## config.mk

```make
export PLATFORM = sky130hd
export DESIGN_NAME = fetch_queue_unit
export DESIGN_NICKNAME = d
export VERILOG_FILES = /design/src/rtl/fetch_pkg.sv /design/src/rtl/fetch_fifo.sv /design/src/rtl/fetch_queue_unit.sv
export SDC_FILE = /design/constraint.sdc
export NUM_CORES = 1
export LEC_CHECK = 0
export CORE_AREA = 2 2 134 201
export DETAILED_ROUTE_END_ITERATION = 7
export DIE_AREA = 0 0 136 203
export HOLD_SLACK_MARGIN = 0.06
export PLACE_DENSITY_LB_ADDON = 0.3
export SYNTH_ARGS = -nofsm -noshare
export SYNTH_HDL_FRONTEND = slang
export SYNTH_SLANG_ARGS = --single-unit
```

## constraint.sdc

```tcl
create_clock -name Clk -period 3.1 [get_ports Clk]
set_input_delay 0.62 -clock Clk [delete_from_list [all_inputs] [get_ports Clk]]
set_output_delay 0.62 -clock Clk [all_outputs]
set_load 0.01 [all_outputs]
```

## src/rtl/fetch_pkg.sv

```systemverilog
`default_nettype none
// ============================================================================
// Module   : fetch_pkg
// Purpose  : Shared definitions for the instruction-fetch front end.
//            Holds the default address and instruction widths, the PC
//            increment in bytes, and the prefetch queue entry layout.
// Revision : 1.0  initial release
// ============================================================================
package fetch_pkg;

  localparam int C_ADDR_W   = 32;
  localparam int C_INST_W   = 32;
  localparam int INST_BYTES = C_INST_W / 8;

  // One prefetch queue entry. The PC is in the upper bits and the word in the
  // lower bits, so a flat vector of the same width packs as {pc, inst}.
  typedef struct packed {
    logic [C_ADDR_W-1:0] pc;
    logic [C_INST_W-1:0] inst;
  } fetch_entry_t;

  // Width that holds queue count plus one in-flight fetch without overflow.
  function automatic int occ_width(input int depth);
    return $clog2(depth + 1) + 1;
  endfunction

endpackage
`default_nettype wire

```

## src/rtl/fetch_fifo.sv

```systemverilog
`default_nettype none
// ============================================================================
// Module   : fetch_fifo
// Purpose  : Synchronous DEPTH-entry FIFO of prefetch entries with push,
//            pop and a dominant flush. Pointers wrap at DEPTH, so any legal
//            DEPTH >= 2 works, not only powers of two.
// Ports    : i_clk, i_rst_n  clock and asynchronous active-low reset
//            i_push, i_data  write an entry at the tail
//            i_pop           drop the head entry
//            i_flush         empty the FIFO (wins over push and pop)
//            o_head          head entry (meaningful while !o_empty)
//            o_count         number of stored entries, 0..DEPTH
//            o_empty, o_full occupancy flags
// Revision : 1.0  initial release
// ============================================================================
module fetch_fifo
  import fetch_pkg::*;
#(
  parameter int WIDTH = $bits(fetch_entry_t),
  parameter int DEPTH = 4
) (
  input  logic                       i_clk,
  input  logic                       i_rst_n,
  input  logic                       i_push,
  input  logic [WIDTH-1:0]           i_data,
  input  logic                       i_pop,
  input  logic                       i_flush,
  output logic [WIDTH-1:0]           o_head,
  output logic [$clog2(DEPTH+1)-1:0] o_count,
  output logic                       o_empty,
  output logic                       o_full
);

  localparam int PTR_W = (DEPTH > 1) ? $clog2(DEPTH) : 1;
  localparam int CNT_W = $clog2(DEPTH + 1);

  logic [WIDTH-1:0] r_mem [DEPTH];
  logic [PTR_W-1:0] r_wptr;
  logic [PTR_W-1:0] r_rptr;
  logic [CNT_W-1:0] r_count;

  logic             w_do_push;
  logic             w_do_pop;
  logic [PTR_W-1:0] w_wptr_nxt;
  logic [PTR_W-1:0] w_rptr_nxt;

  assign w_do_push  = i_push && !i_flush;
  assign w_do_pop   = i_pop && !i_flush && (r_count != '0);
  assign w_wptr_nxt = (r_wptr == PTR_W'(DEPTH - 1)) ? '0 : r_wptr + 1'b1;
  assign w_rptr_nxt = (r_rptr == PTR_W'(DEPTH - 1)) ? '0 : r_rptr + 1'b1;

  always_ff @(posedge i_clk or negedge i_rst_n) begin
    if (!i_rst_n) begin
      r_wptr  <= '0;
      r_rptr  <= '0;
      r_count <= '0;
    end else if (i_flush) begin
      r_wptr  <= '0;
      r_rptr  <= '0;
      r_count <= '0;
    end else begin
      if (w_do_push) r_wptr <= w_wptr_nxt;
      if (w_do_pop)  r_rptr <= w_rptr_nxt;
      if (w_do_push && !w_do_pop)      r_count <= r_count + 1'b1;
      else if (w_do_pop && !w_do_push) r_count <= r_count - 1'b1;
    end
  end

  // Storage needs no reset: o_count qualifies every read.
  always_ff @(posedge i_clk) begin
    if (w_do_push) r_mem[r_wptr] <= i_data;
  end

  assign o_head  = r_mem[r_rptr];
  assign o_count = r_count;
  assign o_empty = (r_count == '0);
  assign o_full  = (r_count == CNT_W'(DEPTH));

  a_no_overflow : assert property (@(posedge i_clk) disable iff (!i_rst_n)
    !(i_push && !i_flush && o_full));

endmodule
`default_nettype wire

```

## src/rtl/fetch_queue_unit.sv

```systemverilog
`default_nettype none
// ============================================================================
// Module   : fetch_queue_unit
// Purpose  : Instruction-fetch front end. Holds the PC, issues sequential
//            fetches to a one-cycle-latency instruction memory, buffers the
//            returned words with their PCs in a prefetch queue and delivers
//            them to decode over valid/ready. A redirect flushes the queue,
//            drops in-flight data and restarts fetch at the aligned target.
// Ports    : Clk, Clrn                 clock, asynchronous active-low reset
//            imem_req/addr/rdata       instruction memory interface
//            redir_valid/redir_pc      branch/jump redirect
//            out_valid/ready/inst/pc   decode handshake
//            stat_fetch_cnt/flush_cnt  delivery / redirect counters
// Options  : FETCH_STATS_EN  when defined, the stat counters are built;
//            otherwise both stat outputs are tied to zero.
// Revision : 1.0  initial release
// ============================================================================
module fetch_queue_unit
  import fetch_pkg::*;
#(
  parameter int                ADDR_W   = C_ADDR_W,
  parameter int                INST_W   = C_INST_W,
  parameter int                DEPTH    = 4,
  parameter logic [ADDR_W-1:0] RESET_PC = '0
) (
  input  logic              Clk,
  input  logic              Clrn,
  output logic              imem_req,
  output logic [ADDR_W-1:0] imem_addr,
  input  logic [INST_W-1:0] imem_rdata,
  input  logic              redir_valid,
  input  logic [ADDR_W-1:0] redir_pc,
  output logic              out_valid,
  input  logic              out_ready,
  output logic [INST_W-1:0] out_inst,
  output logic [ADDR_W-1:0] out_pc,
  output logic [31:0]       stat_fetch_cnt,
  output logic [31:0]       stat_flush_cnt
);

  localparam int                c_entry_w = ADDR_W + INST_W;
  localparam int                c_cnt_w   = $clog2(DEPTH + 1);
  localparam int                c_occ_w   = occ_width(DEPTH);
  localparam logic [ADDR_W-1:0] c_pc_inc  = ADDR_W'(INST_W / 8);

  logic [ADDR_W-1:0]    r_pc;
  logic                 r_inflight;
  logic [ADDR_W-1:0]    r_inflight_pc;
  logic                 r_kill;

  logic [c_entry_w-1:0] w_head;
  logic [c_cnt_w-1:0]   w_count;
  logic                 w_empty;
  logic                 w_full;
  logic [c_occ_w-1:0]   w_occ;
  logic                 w_issue;
  logic                 w_push;
  logic                 w_pop;
  logic                 w_out_valid;

  // Occupancy counts the registered queue depth plus the outstanding fetch;
  // a pop in the same cycle is deliberately not credited.
  assign w_occ       = c_occ_w'(w_count) + c_occ_w'(r_inflight);
  assign w_issue     = !redir_valid && (w_occ < c_occ_w'(DEPTH));
  assign w_push      = r_inflight && !r_kill && !redir_valid;
  assign w_out_valid = !w_empty && !redir_valid;
  assign w_pop       = w_out_valid && out_ready;

  // Request is forced low while reset is held so the port shows its reset
  // value immediately on an asynchronous assertion.
  assign imem_req  = w_issue && Clrn;
  assign imem_addr = r_pc;
  assign out_valid = w_out_valid;
  assign out_pc    = w_empty ? '0 : w_head[c_entry_w-1 -: ADDR_W];
  assign out_inst  = w_empty ? '0 : w_head[INST_W-1:0];

  always_ff @(posedge Clk or negedge Clrn) begin
    if (!Clrn) begin
      r_pc          <= RESET_PC;
      r_inflight    <= 1'b0;
      r_inflight_pc <= '0;
      r_kill        <= 1'b0;
    end else if (redir_valid) begin
      r_pc       <= {redir_pc[ADDR_W-1:2], 2'b00};
      r_inflight <= 1'b0;
      r_kill     <= r_inflight;
    end else begin
      r_kill <= 1'b0;
      if (w_issue) begin
        r_pc          <= r_pc + c_pc_inc;
        r_inflight    <= 1'b1;
        r_inflight_pc <= r_pc;
      end else begin
        r_inflight <= 1'b0;
      end
    end
  end

  fetch_fifo #(
    .WIDTH (c_entry_w),
    .DEPTH (DEPTH)
  ) u_fifo (
    .i_clk   (Clk),
    .i_rst_n (Clrn),
    .i_push  (w_push),
    .i_data  ({r_inflight_pc, imem_rdata}),
    .i_pop   (w_pop),
    .i_flush (redir_valid),
    .o_head  (w_head),
    .o_count (w_count),
    .o_empty (w_empty),
    .o_full  (w_full)
  );

  // Target alignment discards the low address bits; the full flag is only
  // consumed by the FIFO's own overflow check.
  logic w_unused;
  assign w_unused = ^{redir_pc[1:0], w_full};

`ifdef FETCH_STATS_EN
  logic [31:0] r_fetch_cnt;
  logic [31:0] r_flush_cnt;

  always_ff @(posedge Clk or negedge Clrn) begin
    if (!Clrn) begin
      r_fetch_cnt <= '0;
      r_flush_cnt <= '0;
    end else begin
      if (w_pop)       r_fetch_cnt <= r_fetch_cnt + 32'd1;
      if (redir_valid) r_flush_cnt <= r_flush_cnt + 32'd1;
    end
  end

  assign stat_fetch_cnt = r_fetch_cnt;
  assign stat_flush_cnt = r_flush_cnt;
`else
  assign stat_fetch_cnt = '0;
  assign stat_flush_cnt = '0;
`endif

endmodule
`default_nettype wire

```

==> reports/results.txt <==
Synth Cell Area: 13400 um^2
Die area: 27600 um^2
CTS Hold Buffers Added: 0
First-pass GRT wire length: 42300 um
Syn-to-layout area delta: 22.8%
CTS max path bufs: 3
Pre-antenna DRT Iters: 6
Initial antenna violation count: 0
Yosys top cell area share: 55.4%
Clk_skew: 0.00837 ns
Final hold vios: 0
Asr flop ratio synth: 21.8%
Via count: 7391
Final period utilization: 98.6%
Most frequent cells in the layout: edfxtp_1 (248), clkdlybuf4s50_1 (118), conb_1 (68)
Cell Pwr Density: 792 nW/um^2
Root buf cell: clkbuf_16
Port bufs: 159
Initial core utilization: 52.2%
Share of cells above drive strength 1: 19.1%
Worst slew margin: 49.6%
1st-iter DRT viols: 469
Global placer's final weighted congestion: 0.792
Worst Path Required: 2.48 ns
Reg2reg start: u_fifo.o_count[1]
# DRC: 0
Mean Syn Cell Area: 16.6 um^2
Main flop type after synthesis: edfxtp_1
Avg WL per Cell: 20.9 um
Grt total ovfl: 0
Core area: 25800 um^2
Cell count after synthesis: 810
Post-route design area: 16500 um^2
Commonest non-fill, non-tap cell in the layout: edfxtp_1
Path category of the worst min-delay check: input port to asynchronous set/reset pin
Final hold slack: 0.136 ns
DIE HEIGHT: 203 um
Total Power: 13.1 mW
YS warnings: 0
Post-route antenna net violation count: 0
IR drop worst, VDD: 0.000491 V
Leading area contributor after synthesis: edfxtp_1
Clock Pin Slew Worst Setup and Hold Paths: 0.07 ns
RSZ-0062 raised after global routing: yes
GRT Total Usage: 20.2%
Fill count: 1919
DP Area: 15300 um^2
Status: finished, final reports clean
Placed instance count: 1280
Min Tclk post-route: 3.06 ns
Met3 Resource Use GR: 2.10%
Routed vias/inst: 5.51
N_diodes: 0
Reg2reg setup slack: 0.95 ns
Critical Path Start Type: register
CTS HTree Levels: 1
Slew at the pin with the worst max-slew slack: 0.756 ns
WS Path Type: register to output pin
Largest net degree at the start of global routing: 50
Global routing usage on met2: 35.9%
Sink Count: 317
Worst-skew pair later-pin latency: 0.53 ns
DRT Wirelength: 28000 um
Synth top area cells: edfxtp_1 (55%), dfrtp_1 (13%), mux4_2 (10%)
Worst Reg-to-Reg Cells: 5
Met1 GRT Util: 26.2%
Reg2Reg Capture Point: imem_addr[17]
CTS tree: done
Max Fclk: 327 MHz
Static Leak: 6.12 nW
Busiest grt layer: met2
# setup viols final: 0
MaxCap Viol Count: 0
IO Count: 230
Cell variety after synth: 51
DP HPWL: 17200 um
#FFs+latches synth: 317
Final non-filler cell total: 1341
CTS Buf Count: 27
# rows: 72
Vias in the first global route: 7443
EDFF count, synth: 248
Post-synthesis sequential area ratio: 68.3%
Crit-path max FO: 15
Die W: 136 um
WP data arrival: 2.44 ns
Slew Limit Fails: 0
Crit. End Element: output pin
Final Net Count: 1064
cells by family (layout without fill, tap and decap cells):
family | after synthesis | in the layout | share of synthesized area, %
adder cells (fa/ha/maj) | 7 | 7 | 0.708
AND/OR/NAND/NOR | 204 | 204 | 8.80
other | 1 | 68 | 0.0279
XOR/XNOR | 10 | 10 | 0.652
multiplexers | 94 | 94 | 13.1
buffers and inverters | 120 | 251 | 5.55
AO/OA/AOI/OAI | 57 | 57 | 2.94
flip-flops | 317 | 317 | 68.3
metrics by stage:
| stage | utilization (%) | setup TNS, ns | setup slack [ns] |
|---|---|---|---|
| 2_1_floorplan | - | 0 | 0.623 |
| 5_1_grt | 64.1 | -0.0549 | -0.0134 |
| 4_1_cts | 63.2 | -2.08 | -0.0856 |
| 3_5_place_dp | 59.4 | 0 | 0.377 |
| 6_report | 64.1 | 0 | 0.0433 |
| 3_3_place_gp | 59.4 | 0 | 0.372 |
critical path, cell delays in order (launching register included):
cell             delay [ns]
dfrtp_4                0.45
buf_12                 0.11
buf_16                 0.16
mux4_2                 0.51
nor2b_2                0.19
clkdlybuf4s50_1        0.49
routing by layer:
| metal | wire length, um | vias up |
|---|---|---|
| met5 | 0 | - |
| met2 | 14900 | 232 |
| met1 | 11300 | 3770 |
| li1 | - | 3347 |
| met4 | 701 | 0 |
| met3 | 1090 | 42 |
power by group:
part / internal [mW] / leakage, nW / total, mW / switching, mW
clock: 1.97 / 0.441 / 3.40 / 1.43
combinational: 2.14 / 2.63 / 3.94 / 1.80
sequential: 5.28 / 3.05 / 5.73 / 0.445
registers in the layout (all words and copies together), names as in the netlist:
name	flops
u_fifo.r_mem	248
u_fifo.r_wptr	2
u_fifo.o_count	3
r_inflight	1
r_kill	1
imem_addr	30
r_inflight_pc	30
u_fifo.r_rptr	2
worst max-delay path by stage:
stage / startpoint / to / slack (ns) / depth (start not counted)
3_3_place_gp: u_fifo.r_rptr[0] / out_pc[17] / 0.37 / 4
4_1_cts: u_fifo.r_rptr[0] / out_pc[12] / -0.09 / 4
5_1_grt: u_fifo.r_rptr[0] / out_pc[6] / -0.01 / 5
6_report: u_fifo.r_rptr[0] / out_pc[10] / 0.04 / 5
2_1_floorplan: redir_valid / u_fifo.r_mem[0][0] / 0.62 / 4
3_5_place_dp: u_fifo.r_rptr[0] / out_pc[17] / 0.38 / 4
timing repair:
action | 4_1_cts | 5_1_grt
setup buffers | 2 | 7
endpoints found under the hold margin | 0 | 0
resized for setup | 6 | 40
cloned | 1 | 3
pin swaps | 0 | 0
endpoints found under the setup margin | 56 | 47
cell type report:
class                   instances  area (um^2)  area share [%]
well taps                     333          417            2.52
inverters                       7         26.3           0.159
clock buffers                  34          753            4.56
flip-flops and latches        317         9180            55.6
repair buffers                196         2170            13.1
clock inverters                14          155           0.940
multi-input cells             440         3810            23.1
cells in the mapped netlist, types with 4 or more instances:
library cell	count
edfxtp_1	248
nor2b_1	70
buf_4	69
dfrtp_1	69
mux4_2	62
mux2_2	30
nand2_1	25
nor2_1	23
clkbuf_1	22
buf_2	17
nand3_1	17
nand4_1	13
o21ai_0	12
or4_1	12
and3_1	11
a31oi_1	10
o31ai_1	10
xor2_1	8
inv_1	7
nor3_1	7
a22oi_1	6
ha_1	6
and2_1	5
a21oi_1	4
and4_1	4
nand3_2	4
or3_1	4
Note: power is estimated with default switching activity, not from simulation.
